===== src/rtl/store_queue.sv =====
// rtl/store_queue.sv - store buffer: formats SB/SH/SW into word writes with strobes, drains in order, flags load hazards
module store_queue #(
  parameter int DEPTH = 4
) (
  input  logic        clk,
  input  logic        rst,
  input  logic        st_valid,
  output logic        st_ready,
  input  logic [2:0]  store_type,
  input  logic [31:0] st_addr,
  input  logic [31:0] st_data,
  output logic        st_misaligned,
  output logic        mem_we,
  output logic [31:0] mem_addr,
  output logic [31:0] mem_wdata,
  output logic [3:0]  mem_wstrb,
  input  logic        mem_ack,
  input  logic [31:0] ld_addr,
  output logic        ld_hazard,
  output logic        empty
);

  localparam int AW = (DEPTH > 1) ? $clog2(DEPTH) : 1;
  localparam logic [AW:0] FULL_CNT = (AW + 1)'(DEPTH);

  logic [29:0]      q_addr [DEPTH];
  logic [31:0]      q_data [DEPTH];
  logic [3:0]       q_strb [DEPTH];
  logic [DEPTH-1:0] q_valid;
  logic [AW-1:0]    wr_ptr;
  logic [AW-1:0]    rd_ptr;
  logic [AW:0]      count;

  logic        fmt_ok;
  logic [31:0] fmt_data;
  logic [3:0]  fmt_strb;
  logic        accept;
  logic        push;
  logic        pop;
  logic        ld_lsb_unused;

  assign st_ready      = (count != FULL_CNT);
  assign empty         = (count == '0);
  assign mem_we        = !empty;
  assign mem_addr      = {q_addr[rd_ptr], 2'b00};
  assign mem_wdata     = q_data[rd_ptr];
  assign mem_wstrb     = q_strb[rd_ptr];
  assign accept        = st_valid && st_ready;
  assign push          = accept && fmt_ok;
  assign pop           = mem_ack && mem_we;
  assign ld_lsb_unused = ^ld_addr[1:0];

  // Lane replication means memory can take the strobed bytes straight from wdata.
  always_comb begin
    fmt_ok   = 1'b0;
    fmt_data = st_data;
    fmt_strb = 4'b0000;
    case (store_type)
      3'b000: begin
        fmt_ok   = 1'b1;
        fmt_data = {4{st_data[7:0]}};
        fmt_strb = 4'b0001 << st_addr[1:0];
      end
      3'b001: begin
        fmt_ok   = !st_addr[0];
        fmt_data = {2{st_data[15:0]}};
        fmt_strb = st_addr[1] ? 4'b1100 : 4'b0011;
      end
      3'b010: begin
        fmt_ok   = (st_addr[1:0] == 2'b00);
        fmt_data = st_data;
        fmt_strb = 4'b1111;
      end
      default: fmt_ok = 1'b0;
    endcase
  end

  always_ff @(posedge clk) begin
    if (rst) begin
      wr_ptr        <= '0;
      rd_ptr        <= '0;
      count         <= '0;
      q_valid       <= '0;
      st_misaligned <= 1'b0;
    end else begin
      st_misaligned <= accept && !fmt_ok;
      if (push) begin
        q_valid[wr_ptr] <= 1'b1;
        wr_ptr          <= wr_ptr + 1'b1;
      end
      if (pop) begin
        q_valid[rd_ptr] <= 1'b0;
        rd_ptr          <= rd_ptr + 1'b1;
      end
      case ({push, pop})
        2'b10:   count <= count + 1'b1;
        2'b01:   count <= count - 1'b1;
        default: count <= count;
      endcase
    end
  end

  // Entry payload needs no reset; q_valid alone decides what is live.
  always_ff @(posedge clk) begin
    if (push) begin
      q_addr[wr_ptr] <= st_addr[31:2];
      q_data[wr_ptr] <= fmt_data;
      q_strb[wr_ptr] <= fmt_strb;
    end
  end

  // Word-granular and strobe-blind on purpose: a false stall is cheap, a missed one is not.
  always_comb begin
    ld_hazard = 1'b0;
    for (int i = 0; i < DEPTH; i++) begin
      if (q_valid[AW'(i)] && (q_addr[i] == ld_addr[31:2])) ld_hazard = 1'b1;
    end
  end

endmodule


===== config.mk =====
export PLATFORM = sky130hd
export DESIGN_NAME = store_queue
export DESIGN_NICKNAME = d
export VERILOG_FILES = /design/src/rtl/store_queue.sv
export SDC_FILE = /design/constraint.sdc
export NUM_CORES = 1
export LEC_CHECK = 0
export ABC_AREA = 1
export CORE_MARGIN = 3
export CORE_UTILIZATION = 49
export DETAILED_ROUTE_END_ITERATION = 8
export HOLD_SLACK_MARGIN = 0.08
export PLACE_DENSITY = 0.76
export SETUP_SLACK_MARGIN = 0.3
export SLEW_MARGIN = 40
export SYNTH_ARGS = -nofsm -noshare
export SYNTH_HDL_FRONTEND = slang
export SYNTH_SLANG_ARGS = --single-unit

===== constraint.sdc =====
create_clock -name clk -period 4.2 [get_ports clk]
set_input_delay 0.63 -clock clk [delete_from_list [all_inputs] [get_ports clk]]
set_output_delay 0.63 -clock clk [all_outputs]
set_load 0.02 [all_outputs]

======== Word level (Yosys, flattened, before mapping) ========
Memory sizes are Yosys's and may differ from the RTL's. A register that Yosys moved wholly into a read port is not among the register bits.
Index checks and enable logic that the tools add are counted.
cells by class
  add/subtract/negate cells ............... 4
  reductions and logical operators ........ 15
  eq/ne operators ......................... 7
  shift-type cells ........................ 1
  div/mod/pow operators ................... 0
  multipliers ............................. 0
  bitwise logic cells ..................... 3
  muxes and demuxes ....................... 22
  $lt $le $gt $ge ......................... 4
operators by type and width
  cell                                                                          number
  32-bit one-hot mux with 2 select lines                                        1
  30-bit equality test                                                          2
  4-bit two-way mux                                                             4
  2-bit two-way mux                                                             6
  4-bit one-hot mux with 3 select lines                                         1
  1-bit logical AND                                                             8
  3-bit logical NOT                                                             2
  2-bit by 3-bit less-than comparator with 1-bit output, second input constant  2
  1-bit two-way mux                                                             6
  3-bit one-hot mux with 2 select lines                                         1
  2-bit by 1-bit adder with 2-bit output, second input constant                 2
  4-bit bitwise AND                                                             1
  1-bit demux with 2-bit select                                                 2
  2-bit by 1-bit >= comparator with 1-bit output, second input constant         2
  4-bit NOT                                                                     1
  4-bit bitwise OR                                                              1
  1-bit by 2-bit left shift with 4-bit output, first input constant             1
  3-bit by 1-bit adder with 3-bit output, second input constant                 1
  3-bit by 1-bit equality test with 1-bit output, second input constant         1
  3-bit by 2-bit equality test with 1-bit output, second input constant         1
  1-bit logical NOT                                                             3
  3-bit != test, second input constant                                          1
  1-bit one-hot mux with 3 select lines                                         1
  3-bit by 1-bit subtractor with 3-bit output, second input constant            1
  other kinds (4)                                                               4
storage, ports and cells
  bits of input ports ..................... 103
  bits in latches ......................... 0
  flip-flop bits (word level) ............. 12
  bits in read-only memories .............. 0
  output and inout bits ................... 73
  memories kept ........................... 3
  logic and storage cells ................. 64
  RAM bits ................................ 264
memory list
  name    depth  bits a word  read ports  clocked after memory_dff  wr ports  RTL line  RTL
  q_data  4      32           1           1                         1         27        logic [31:0] q_data [DEPTH];
  q_addr  4      30           3           1                         1         26        logic [29:0] q_addr [DEPTH];
  q_strb  4      4            1           1                         1         28        logic [3:0] q_strb [DEPTH];

======== Logic depth before layout (Yosys ltp) ========
Gate-level depths: netlist (run 1).
  word-level depth ........................ 9
  mapped depth ............................ 12
  gate-level depth less buffers ........... 12

======== Least setup slack after synthesis (run 1) ========
No wires, ideal clock.
  kind .................................... input-to-reg
  start ................................... input port store_type[0]
  end ..................................... memory q_addr[2][0] (enable)
  cell stages on the path ................. 6
  data required time ...................... 3.710 ns
  buffers on the path ..................... 0
  setup time .............................. 0.490 ns
  setup slack ............................. -0.168 ns
  data arrival time ....................... 3.878 ns
  path through ............................ inv_1 -> nor2_1 -> nand2_2 -> o21ai_2 -> nand2_2 -> nor2_1
between the ends
  longest elaborated chain between the ends .. 5
  elaborated cells between the ends (all ways) .. 7
  those cells by class .................... eq/ne (2); mux (3); reduce/logical (2)
RTL lines
  item                                                                    RTL line  RTL
  start, declared                                                         9         input logic [2:0] store_type,
  3-bit by 2-bit equality test with 1-bit output (tied with other cells)  58        case (store_type)
  1-bit one-hot mux with 3 select lines (*)                               58
  1-bit logical AND (*)                                                   49        assign push = accept && fmt_ok;
  1-bit two-way mux (*)                                                   105       if (push) begin
  1-bit two-way mux (not written as such) (*)                             106       q_addr[wr_ptr] <= st_addr[31:2];
  end, declared                                                           26
Mark *: on every way between the ends. The rest lies on a longest branch, timed or not.

==> metrics.md, run 1 <==
| Metric | Value |
|---|---|
| Status | complete, no violations |
| Post-layout util | 0.6257 |
| CTS Hold Bufs | 0 |
| LEAKAGE | 5.630 nW |
| First-pass GRT wire length | 44.16 mm |
| Final setup fails | 0 |
| Mapped cell area | about 12000 um2 |
| Gr ovfl total | 0 |
| Sequential Area | 8172 um2 |
| Worst Hold Class | reg2reg |
| Fmax | approximately 0.28 GHz |
| Area of the multi-input gates | approximately 3000 um2 |
| Worst Path Required | 3570 ps |
| Max FO, Critical Path | 98 |
| Core area | 23750 um2 |
| WL per Instance | 17.94 um |
| Clock Skew | 15.81 ps |
| Setup slack, reg-to-reg | 2080 ps |
| First-pass DRT Iterations | 6 |
| PwrDens | 537.7 nW/um2 |
| Met3 Use GR | 0.04234 |
| Crit Path Category | reg2out |
| Port bufs | 171 |
| Slowest CP cell | clkdlybuf4s50_1 |
| Largest net degree at the start of global routing | 99 |
| Setup crit end kind | primary output |
| CTS tree | built |
| Fin crit share | 0.8519 |
| Root buf cell | clkbuf_16 |
| Vias per cell | 5.310 |
| Worst Setup Start Kind | register |
| DP HPWL | 18.30 mm |
| WP buf/inv | 3 |
| Cell taking the most area after synthesis | edfxtp_1 |
| # clock sinks | 276 |
| Fillers | about 1.8k |
| Residual DRC | 0 |
| Async set or reset register ratio after synthesis | 0 |
| Clock Tree Buf Depth | 3 |
| Ys flop type | edfxtp_1 |
| Vias in the first global route | 8370 |
| Yosys Warn Count | 0 |
| Top Ports | around 180 |
| Critical Path Max Stage Delay | around 700 ps |
| Final net count | approximately 1.4k |
| Global route hottest layer | met2 |
| Worst slew margin | 0.5225 |
| GRT met1 Usage | 0.2789 |
| Post-synthesis cell count | 1094 |
| Clk slew on worst S/H paths | 60 ps |
| Total power draw | about 8.0 mW |
| GPL Wtd Cong | 0.8803 |
| Initial core utilization | 0.5041 |
| Slew Viols, Final | 0 |
| Total CTS buffers | 29 |
| Hold Vio Cnt, Final | 0 |
| Share of layout cells above drive strength 1 | 0.05530 |
| Hold_ws | 466.3 ps |
| Die Ht | approximately 160 um |
| DRT iter0 DRCs | approximately 800 |
| H-tree depth | 1 |
| Crit path arrival time | ~3000 ps |
| Register bit count reported by yosys | roughly 280 |
| VDD IR max | between 0.4 and 0.5 mV |
| All-layer global routing usage | 0.2139 |
| WL final | 28.77 mm |
| Area Overhead vs Synth | 24.13% |
| Crit path time final | 3578 ps |
| Worst slew pin tran | 716.3 ps |
| Remaining antenna violation count | 0 |
| Synth cell types | 30 |
| Met2 GRT Util | 0.3640 |
| DIE WIDTH | 162.3 um |
| CP delay by family, top | buffers and inverters |
| Post-synth top area share | 0.6621 |
| RSZ-0062 raised after global routing | no |
| Avg Cell Area, Syn | 10.94 um2 |
| Top cells by area, synth | edfxtp_1 66%, nand2_1 5.7%, o21ai_0 5.5%, inv_1 4.3%, nor2_1 3.8% |
| Setup Fix Bufs, Post-CTS | 0 |
| Worst skew pair latency | 540 ps |
| Sequential share of the synthesized area | 0.6822 |
| Crit-path cells | inv_6, buf_4, o21ai_0, o22ai_1, clkdlybuf4s50_1 |
| Initial antenna violation count | 1 |
| Full die area | 26350 um2 |
| CTS resizes | 0 |
| DR vias | 8517 |
| Post-synth EDFFs | 264 |
| Site Rows | 56 |
| Max Cap Viol | 0 |
## cell usage in the layout (no fill, tap or decap), types with 7 or more instances in the layout
master,count
a21oi_1,89
clkbuf_1,9
nor2_1,119
clkbuf_16,29
o22ai_1,47
clkinv_2,8
ha_1,7
nand2_1,182
clkdlybuf4s50_1,171
xnor2_1,17
o21ai_0,132
buf_4,8
nand3_1,14
inv_1,135
edfxtp_1,264
dfxtp_1,11
## state kept, by name, indices dropped and copies added (netlist names), named ones only
signal         count
rd_ptr             2
count              3
q_strb            16
st_misaligned      1
wr_ptr             2
q_addr           120
q_valid            2
q_data           128
## path summary, 6_finish.rpt
path	start	end	depth (start not counted)
worst max-delay path	register	mem_wstrb[0]	5
worst min-delay path	count[0]$_SDFFE_PP0P_	count[0]$_SDFFE_PP0P_	1
worst max register to register	count[0]$_SDFFE_PP0P_	count[2]$_SDFFE_PP0P_	11
worst min register to register	count[0]$_SDFFE_PP0P_	count[0]$_SDFFE_PP0P_	1
## final cells by class
type | instances | area share
clock inverters | 15 | 0.005977
clock buffers | 39 | 0.05203
multi-input cells | 630 | 0.2041
well taps | 319 | 0.02686
flip-flops and latches | 276 | 0.5498
repair buffers | 184 | 0.1254
inverters | 140 | 0.03570
diodes | 1 | 0.0001684
## logic make-up after synthesis
logic type,after synthesis,synth area share
other,1,0.0003132
multiplexers,3,0.003449
flip-flops,276,0.6822
buffers and inverters,189,0.06605
XOR/XNOR,19,0.01390
adder cells (fa/ha/maj),8,0.008987
AND/OR/NAND/NOR,327,0.1064
AO/OA/AOI/OAI,271,0.1187
## power by group
part | switching [mW] | internal [mW]
clock network | 1.01 | 1.30
registers | 0.0503 | 3.10
logic | 1.52 | 1.01
total | 2.58 | 5.41
## stage by stage
step           worst slack, ps  cells  setup TNS, ps  instance area [um2]
2_1_floorplan           -168.2   1095         -22200                11980
3_3_place_gp              1010   1549              0                13990
3_5_place_dp             994.9   1549              0                14000
4_1_cts                  610.4   1603              0                14860
5_1_grt                  455.2   1604              0                14860
6_report                 622.2   1604              0                14860
## routing by layer
metal	routed length (um)	part of all wire
met5	0	0
met4	738	0.026
met3	2544	0.088
met2	14060	0.49
met1	11420	0.40
## Yosys cell counts (all sizes together), types with 2 or more instances
cell type / instances
xor2: 2
nand4: 4
mux2: 3
dfxtp: 12
inv: 139
o21ai: 134
nand2: 186
buf: 26
nor2: 121
clkbuf: 23
nand3: 14
xnor2: 17
edfxtp: 264
a21oi: 89
o22ai: 47
ha: 7
(Power assumes the default switching activity.)
==> run 2, diff against run 1 <==
--- a/config.mk
+++ b/config.mk
@@ -6,11 +6,11 @@
 export NUM_CORES = 1
 export LEC_CHECK = 0
 export ABC_AREA = 1
-export CORE_MARGIN = 3
-export CORE_UTILIZATION = 49
+export CORE_UTILIZATION = 57
 export DETAILED_ROUTE_END_ITERATION = 8
+export DONT_BUFFER_PORTS = 1
 export HOLD_SLACK_MARGIN = 0.08
-export PLACE_DENSITY = 0.76
+export PLACE_DENSITY = 0.75
 export SETUP_SLACK_MARGIN = 0.3
 export SLEW_MARGIN = 40
 export SYNTH_ARGS = -nofsm -noshare
==> metrics.md, run 2 (synthesized netlist as in run 1, its figures left out) <==
| Metric | Value |
|---|---|
| LEAKAGE | 4.958 nW (-12%) |
| GPL Wtd Cong | 0.8593 (-2.4%) |
| Final net count | 1202 (-12%) |
| Max Cap Viol | 0 (unchanged) |
| Die Ht | 146.9 um (-9.5%) |
| Port bufs | 0 (-100%) |
| Max FFs per register | 128 (unchanged) |
| Hold_ws | 189.5 ps (-276.8 ps) |
| CTS tree | built |
| Worst Hold Class | in2reg |
| Vias in the first global route | 7575 (-9.5%) |
| Initial core utilization | 0.5860 (+0.08199) |
| Worst Path Required | 3570 ps (about the same) |
| All-layer global routing usage | 0.2486 (+0.03473) |
| RSZ-0062 raised after global routing | no |
| First-pass DRT Iterations | 5 (-1) |
| Initial antenna violation count | 0 (-1) |
| Crit path time final | 3031 ps (-547.1 ps) |
| Most common cell after layout, fill and taps aside | edfxtp_1 |
| Crit Path Category | reg2out |
| Worst Setup Start Kind | register |
| Final setup fails | 0 (unchanged) |
| Vias per cell | 5.610 (+5.6%) |
| DRT iter0 DRCs | 731 (-7.2%) |
| Residual DRC | 0 (unchanged) |
| Slew Viols, Final | 0 (unchanged) |
| Clock Skew | 6.456 ps (-9.355 ps) |
| Post-Place Worst Slack | 1403 ps (+408.1 ps) |
| Fillers | 1541 (-16%) |
| Site Rows | 52 (-7.1%) |
| Crit path arrival time | 2400 ps (-550 ps) |
| Clock Tree Buf Depth | 3 (unchanged) |
| Area Overhead vs Synth | 9.206% |
| Largest regs | q_data x128, q_addr x120, q_strb x16 |
| Setup crit end kind | primary output |
| CTS resizes | 0 (unchanged) |
| Slowest CP cell | inv_2 |
| Gr ovfl total | 0 (unchanged) |
| Remaining antenna violation count | 0 (unchanged) |
| DR vias | 7747 (-9.0%) |
| Max FO, Critical Path | 43 (-56%) |
| # clock sinks | 276 (unchanged) |
| Worst skew pair latency | 530 ps (about the same) |
| PwrDens | 550.7 nW/um2 (+2.4%) |
| Worst slew pin tran | 833.6 ps (+117.3 ps) |
| H-tree depth | 1 (unchanged) |
| Status | complete, no violations |
| Share of layout cells above drive strength 1 | 0.05941 (+0.004110) |
| Final worst slack | 1169 ps (+547.1 ps) |
| Biggest register | q_data |
| VDD IR max | 0.4212 mV (-2.9%) |
| Core area | 20430 um2 (-14%) |
| Critical Path Max Stage Delay | 570 ps (-110 ps) |
| Top Ports | 176 (unchanged) |
| Clk slew on worst S/H paths | 60 ps (about the same) |
| DIE WIDTH | 146.9 um (-9.5%) |
| Most frequent cells in the layout | 264 x edfxtp_1, 182 x nand2_1, 135 x inv_1 |
| Setup Fix Bufs, Post-CTS | 0 (unchanged) |
| Hold Vio Cnt, Final | 0 (unchanged) |
| Fin crit share | 0.7216 (-0.1303) |
| WL final | 26.86 mm (-6.6%) |
| Crit-path cells | inv_2, buf_4, o21ai_0, o22ai_1 |
| Worst slew margin | 0.4443 (-0.07822) |
| Total CTS buffers | 28 (-3.4%) |
| CTS Hold Bufs | 0 (unchanged) |
| WL per Instance | 19.45 um (+8.4%) |
| Antenna diode count | 0 (-1) |
| First-pass GRT wire length | 40.95 mm (-7.3%) |
| DP HPWL | 17.10 mm (-6.5%) |
| Fmax | 0.3300 GHz (+18%) |
| Full die area | 21590 um2 (-18%) |
| Largest net degree at the start of global routing | 117 (+18%) |
| Root buf cell | clkbuf_16 |
==> run 2: cell types whose count changed in the layout (fill, tap and decap cells not counted) <==
cell	previous run	this run
bufinv_16	0	1
inv_6	3	1
clkbuf_8	1	0
clkbuf_1	9	10
clkinv_2	8	4
buf_12	4	3
clkinv_1	3	5
inv_8	0	1
diode_2	1	0
buf_4	8	11
clkdlybuf4s50_1	171	0
clkinvlp_4	2	0
==> run 2: stage by stage <==
step	area, um2	TNS, ps	std cells	power, mW	util
finish	13080	0	1381	7.200	0.6400
global route	13080	0	1381	7.518	0.6400
CTS	13080	0	1381	7.253	0.6400
detailed placement	12230	0	1331	4.967	0.5985
global placement	12220	0	1331	4.930	0.5982
floorplan	11980	-22200	1095	4.614	-
==> run 2: final timing paths <==
kind	from	end	slack, ps	cells past startpoint
worst min-delay path	st_addr[8]	q_addr[1][6]$_DFFE_PP_	190	0
worst min register to register	count[0]$_SDFFE_PP0P_	count[0]$_SDFFE_PP0P_	450	1
worst max-delay path	register	mem_wdata[25]	1170	4
worst max register to register	count[0]$_SDFFE_PP0P_	count[2]$_SDFFE_PP0P_	1870	11
==> run 2: worst max-delay path: cells and delay by family, from the launching register on <==
family	cells	cell delay, ps
flip-flops	1	320
AO/OA/AOI/OAI	2	650
buffers and inverters	2	900
==> run 2: final cells by class <==
cell class | instances | area (um2) | share of cell area
clock buffers | 39 | 763.2 | 0.05837
well taps | 270 | 337.8 | 0.02584
clock inverters | 11 | 85.08 | 0.006507
multi-input cells | 630 | 3033 | 0.2320
inverters | 140 | 530.5 | 0.04057
flip-flops and latches | 276 | 8172 | 0.6250
repair buffers | 15 | 153.9 | 0.01177
==> run 2: power by group <==
group / switching [mW] / internal [mW]
registers: 0.0306 / 3.10
clock network: 0.976 / 1.33
logic: 1.39 / 0.383
==> run 2: layer usage <==
metal  vias to the layer above  routed length [um]  global-route usage
li1                       3735                   -                   -
met1                      3624               10750              0.3229
met2                       337               12600              0.4062
met3                        51                2821             0.07391
met4                         0                 683             0.07423
met5                         -                   0                   0
